<file path="src/rtl/ram_pkg.sv">
`default_nettype none
// ============================================================================
//  Module      : ram_pkg
//  Description : Shared state encoding, default geometry and parity helper
//                for the parametrised word-addressed RAM.
//  Revision    : 1.0  initial release
// ============================================================================
package ram_pkg;

    localparam int unsigned c_width_def  = 16;
    localparam int unsigned c_addr_w_def = 3;

    localparam int unsigned c_state_w  = 1;
    localparam logic [c_state_w-1:0] c_st_clear = 1'b0;
    localparam logic [c_state_w-1:0] c_st_idle  = 1'b1;

    // Words are zero-extended to this width before parity; zeros do not alter it.
    localparam int unsigned c_par_max_w = 256;

    function automatic logic f_even_parity(input logic [c_par_max_w-1:0] d);
        return ^d;
    endfunction

endpackage : ram_pkg
`default_nettype wire

</file>
<file path="src/rtl/ram_clear_seq.sv">
`default_nettype none
// ============================================================================
//  Module      : ram_clear_seq
//  Description : Walks a pointer over every word after reset, producing the
//                clear write strobe/address and the busy flag.
//  Revision    : 1.0  initial release
// ============================================================================
module ram_clear_seq
    import ram_pkg::*;
#(
    parameter int ADDR_W = c_addr_w_def
) (
    input  logic              clk,
    input  logic              rst,
    output logic              o_busy,
    output logic              o_clr_we,
    output logic [ADDR_W-1:0] o_clr_addr
);

    logic [c_state_w-1:0] r_state;
    logic [ADDR_W-1:0]    r_ptr;
    logic                 r_busy;

    always_ff @(posedge clk) begin
        if (rst) begin
            r_state <= c_st_clear;
            r_ptr   <= '0;
            r_busy  <= 1'b1;
        end else if (r_state == c_st_clear) begin
            // Pointer wraps back to zero as the last word is cleared.
            r_ptr <= r_ptr + 1'b1;
            if (&r_ptr) begin
                r_state <= c_st_idle;
                r_busy  <= 1'b0;
            end
        end
    end

    assign o_busy     = r_busy;
    assign o_clr_we   = (r_state == c_st_clear);
    assign o_clr_addr = r_ptr;

endmodule : ram_clear_seq
`default_nettype wire

</file>
<file path="src/rtl/ram_param.sv">
`default_nettype none
// ============================================================================
//  Module      : ram_param
//  Description : WIDTH x 2**ADDR_W RAM with self-clearing reset, registered
//                read-first access and valid strobe. Define RAM_PARITY_EN to
//                store an even-parity bit per word and expose par_err.
//  Revision    : 1.0  initial release
// ============================================================================
module ram_param
    import ram_pkg::*;
#(
    parameter int WIDTH  = c_width_def,
    parameter int ADDR_W = c_addr_w_def
) (
    input  logic              clk,
    input  logic              re,
    input  logic              e,
    input  logic [WIDTH-1:0]  DIn,
    input  logic [ADDR_W-1:0] addr,
    input  logic              w,
    input  logic              r,
    output logic [WIDTH-1:0]  DOut,
    output logic              valid,
`ifdef RAM_PARITY_EN
    output logic              par_err,
`endif
    output logic              busy
);

    localparam int c_depth = 2 ** ADDR_W;
`ifdef RAM_PARITY_EN
    localparam int c_word_w = WIDTH + 1;
`else
    localparam int c_word_w = WIDTH;
`endif

    logic [c_word_w-1:0] r_mem [c_depth];
    logic [WIDTH-1:0]    r_dout;
    logic                r_valid;

    logic                w_busy;
    logic                w_clr_we;
    logic [ADDR_W-1:0]   w_clr_addr;
    logic                w_user_we;
    logic                w_user_rd;
    logic [c_word_w-1:0] w_wdata;
    logic [c_word_w-1:0] w_rd_word;

    ram_clear_seq #(
        .ADDR_W (ADDR_W)
    ) u_clear_seq (
        .clk        (clk),
        .rst        (re),
        .o_busy     (w_busy),
        .o_clr_we   (w_clr_we),
        .o_clr_addr (w_clr_addr)
    );

    assign w_user_we = !re && !w_busy && e && w;
    assign w_user_rd = !re && !w_busy && e && r;
    assign w_rd_word = r_mem[addr];

`ifdef RAM_PARITY_EN
    assign w_wdata = {f_even_parity(c_par_max_w'(DIn)), DIn};
`else
    assign w_wdata = DIn;
`endif

    always_ff @(posedge clk) begin
        if (w_clr_we) begin
            r_mem[w_clr_addr] <= '0;
        end else if (w_user_we) begin
            r_mem[addr] <= w_wdata;
        end
    end

    // Read samples the array before this edge's write lands: read-first on collision.
    always_ff @(posedge clk) begin
        if (re || w_busy) begin
            r_dout  <= '0;
            r_valid <= 1'b0;
        end else begin
            r_valid <= w_user_rd;
            if (w_user_rd) begin
                r_dout <= w_rd_word[WIDTH-1:0];
            end
        end
    end

`ifdef RAM_PARITY_EN
    logic r_par_err;

    always_ff @(posedge clk) begin
        if (re || w_busy) begin
            r_par_err <= 1'b0;
        end else begin
            r_par_err <= w_user_rd &&
                         (f_even_parity(c_par_max_w'(w_rd_word[WIDTH-1:0])) != w_rd_word[WIDTH]);
        end
    end

    assign par_err = r_par_err;
`endif

    assign DOut  = r_dout;
    assign valid = r_valid;
    assign busy  = w_busy;

endmodule : ram_param
`default_nettype wire

</file>
<file path="config.mk">
export PLATFORM = sky130hd
export DESIGN_NAME = ram_param
export DESIGN_NICKNAME = d
export VERILOG_FILES = /design/src/rtl/ram_pkg.sv /design/src/rtl/ram_clear_seq.sv /design/src/rtl/ram_param.sv
export SDC_FILE = /design/constraint.sdc
export NUM_CORES = 1
export LEC_CHECK = 0
export ABC_AREA = 0
export CAP_MARGIN = 25
export CORE_MARGIN = 1
export CORE_UTILIZATION = 30
export DETAILED_ROUTE_END_ITERATION = 8
export PLACE_DENSITY_LB_ADDON = 0.12
export SKIP_CTS_REPAIR_TIMING = 1
export SYNTH_ARGS = -nofsm -noshare
export SYNTH_HDL_FRONTEND = slang
export SYNTH_SLANG_ARGS = --single-unit
</file>
<file path="constraint.sdc">
create_clock -name clk -period 5.3 [get_ports clk]
set_input_delay 1.59 -clock clk [delete_from_list [all_inputs] [get_ports clk]]
set_output_delay 1.59 -clock clk [all_outputs]
set_load 0.01 [all_outputs]
</file>
==> reports/metrics.cfg <==
[run_status]
outcome = finished clean

[grt]
grt_usage_pct = 14.65
overflow = 0
antenna_found_initial = 0
grt_pass1_vias = 3253
grt_max_degree = 38
grt_pass1_wl_mm = 20.42

[synthesis]
synth_warnings = 0
syn_area_per_cell_um2 = 18.40
synth_seq_area_share_pct = 73.46
yosysUniqueCellTypes = 38
ys_ff_latch = 150
syn_inst = 317
syn-num-nets = 343
synth.cell_area_mm2 = 0.005832

[timing]
whs_ns = 0.4669
slew_viol_final = 0
hold_viol = 0
slew_headroom_pct = 30.46
finalSetupViolations = 0
fin_crit_ns = 3.694
worst_clock_skew_ns = 0.006574
period_share_pct = 69.70
setup_tns_ns = 0
rsz0062_at_grt = false
fmaxAchievable_mhz = 270.7
tightest_slew_ns = 1.042

[drt]
vias_per_cell = 4.791
totalWireLength_mm = 13.39
wl_per_cell_um = 20.85
ant_nets = 0
vias = 3076
first_pass_iters = 4
drt_iter0_markers = 198
route.detailed.drc = 0

[layout]
final_common_cell = edfxtp_1
fin_nets = 396
diodes = 0
area_delta_synth_final_pct = 21.95
drive_gt1_share_pct = 22.51
utilization_pct = 37.64
multi_input_area_mm2 = 0.001431
final_cell_mix = edfxtp_1 (128), clkdlybuf4s50_1 (40), mux4_2 (31)
final.fill_count = 1780
seqCellArea_mm2 = 0.004284

[placed_design]
io_buffers = 41
hpwl_mm = 7.711
place.gp.congestion = 0.6961

[clock_network]
htree_levels = 4
cts_root_buf = clkbuf_16
worstSkewPairLatency_ns = 0.42
clk_pin_slew_ns = 0.06
cts_sinks = 150
cts_tree = built
clockBufferDepth = 2
numCtsBuffers = 17

[setup_path]
r2r_end = r_mem[1][2]
start_kind = primary input
critical_path_arrival_ns = 3.73
path_class = in2reg
worstPathRequired_ns = 5.34
reg2reg_slack_ns = 2.97
crit_path_max_fanout = 22
cp-startpoint = re
reg2reg_depth = 4
timing.rr.start = u_clear_seq.r_state
setup.worst_path.end_class = register

[floorplan]
dieArea_mm2 = 0.02000
initial_core_util_pct = 30.87
ios = 42
core_area_mm2 = 0.01889
die_y_um = 141.4
die_x_um = 141.4
row_count = 50

[pwr]
ir_worst_vdd_uv = 222.1
power_switching_uw = 547.1
pwr-share-comb_pct = 5.2
power.density_mw_per_mm2 = 360.0
p_int_mw = 2.013
pwr-share-seq_pct = 51.8
p_leak_nw = 2.465
switching_share_pct = 21.37
p_clk_share_pct = 42.9

[min_path]
hp-class = reg2reg
min_path_cells = 2
hold_start = DOut[3]
whs_endpoint = DOut[3]

[job]
maxCapViolations = 0

[cell families (layout without fill, tap and decap cells)]
logic type | after synthesis | in the layout | synth area share [%]
flip-flops | 150 | 150 | 73.46
AND/OR/NAND/NOR | 74 | 74 | 6.759
AO/OA/AOI/OAI | 31 | 31 | 4.184
adder cells (fa/ha/maj) | 2 | 2 | 0.4290
buffers and inverters | 26 | 91 | 2.660
multiplexers | 34 | 34 | 12.51
[power by group through the flow]
stage	Clock (mW)	Combinational, mW	Sequential, mW
2_1_floorplan	0	0.0843	1.35
3_3_place_gp	0	0.139	1.35
3_5_place_dp	0	0.137	1.35
4_1_cts	1.13	0.138	1.33
5_1_grt	1.17	0.145	1.33
6_report	1.10	0.134	1.33
[sequential cells by signal (all words and copies together) (netlist names)]
signal                  cells
r_mem                     128
DOut                       16
u_clear_seq.o_clr_addr      3
u_clear_seq.o_busy          1
u_clear_seq.r_state         1
valid                       1
[per-layer routing]
metal | vias up | share of wire [%] | GRT usage [%]
met4 | 0 | 1.6 | 5.546
met3 | 17 | 3.0 | 3.645
met1 | 1591 | 45 | 18.56
li1 | 1401 | - | -
met5 | - | 0 | 0
met2 | 67 | 50 | 24.28
[final cells by class]
cell class / count / share of cell area [%]
clock buffer: 18 / 6.034
clock inverter: 13 / 1.531
inverter: 4 / 0.2111
multi-input combinational: 141 / 20.13
sequential: 150 / 60.24
tap: 260 / 4.574
timing repair buffer: 56 / 7.284
[worst max-delay path: stages]
cell,delay (ns)
clkdlybuf4s50_1,0.61
nor3b_2,0.24
buf_4,0.29
nand4_1,0.17
a21oi_2,0.81
[how the worst max path moves through the flow]
stage	cells past startpoint	slack (ns)	end
final	5	1.61	r_mem[1][2]
after global routing	5	1.47	r_mem[1][2]
after CTS	5	1.62	r_mem[1][2]
after detailed placement	5	1.19	r_mem[1][12]
after global placement	5	1.23	r_mem[1][12]
after floorplan	4	1.50	r_mem[2][0]
[Yosys cell counts (all sizes together)]
cell type	count	share of area, %
o31ai	3	0.39
a21oi	6	0.51
or3b	1	0.15
nand4	3	0.32
and2	1	0.11
mux2	1	0.19
nor2	7	0.45
nor3b	2	0.34
nor3	2	0.17
mux4	31	12
a21o	1	0.13
o21ai	1	0.086
nor2b	3	0.32
edfxtp	128	66
dfxtp	22	7.6
nor4bb	1	0.17
and3	16	1.7
a32oi	16	2.4
a211oi	1	0.21
clkbuf	4	0.26
ha	2	0.43
nand2b	2	0.21
nand2	19	1.2
mux2i	2	0.34
inv	3	0.19
buf	18	2.1
and3b	1	0.15
nand3	15	1.3
nand3b	1	0.13
clkinv	1	0.064
a2111oi	1	0.15
o2111ai	2	0.30
[through the flow]
| stage | instances | total power [mW] | setup slack (ns) | area (µm²) |
|---|---|---|---|---|
| CTS | 642 | 2.594 | 1.616 | 7112 |
| global route | 642 | 2.650 | 1.473 | 7112 |
| detailed placement | 611 | 1.489 | 1.185 | 6574 |
| global placement | 611 | 1.490 | 1.229 | 6574 |
| floorplan | 317 | 1.432 | 1.500 | 5832 |
| finish | 642 | 2.560 | 1.606 | 7112 |
Note: power is estimated with default switching activity, not from simulation.
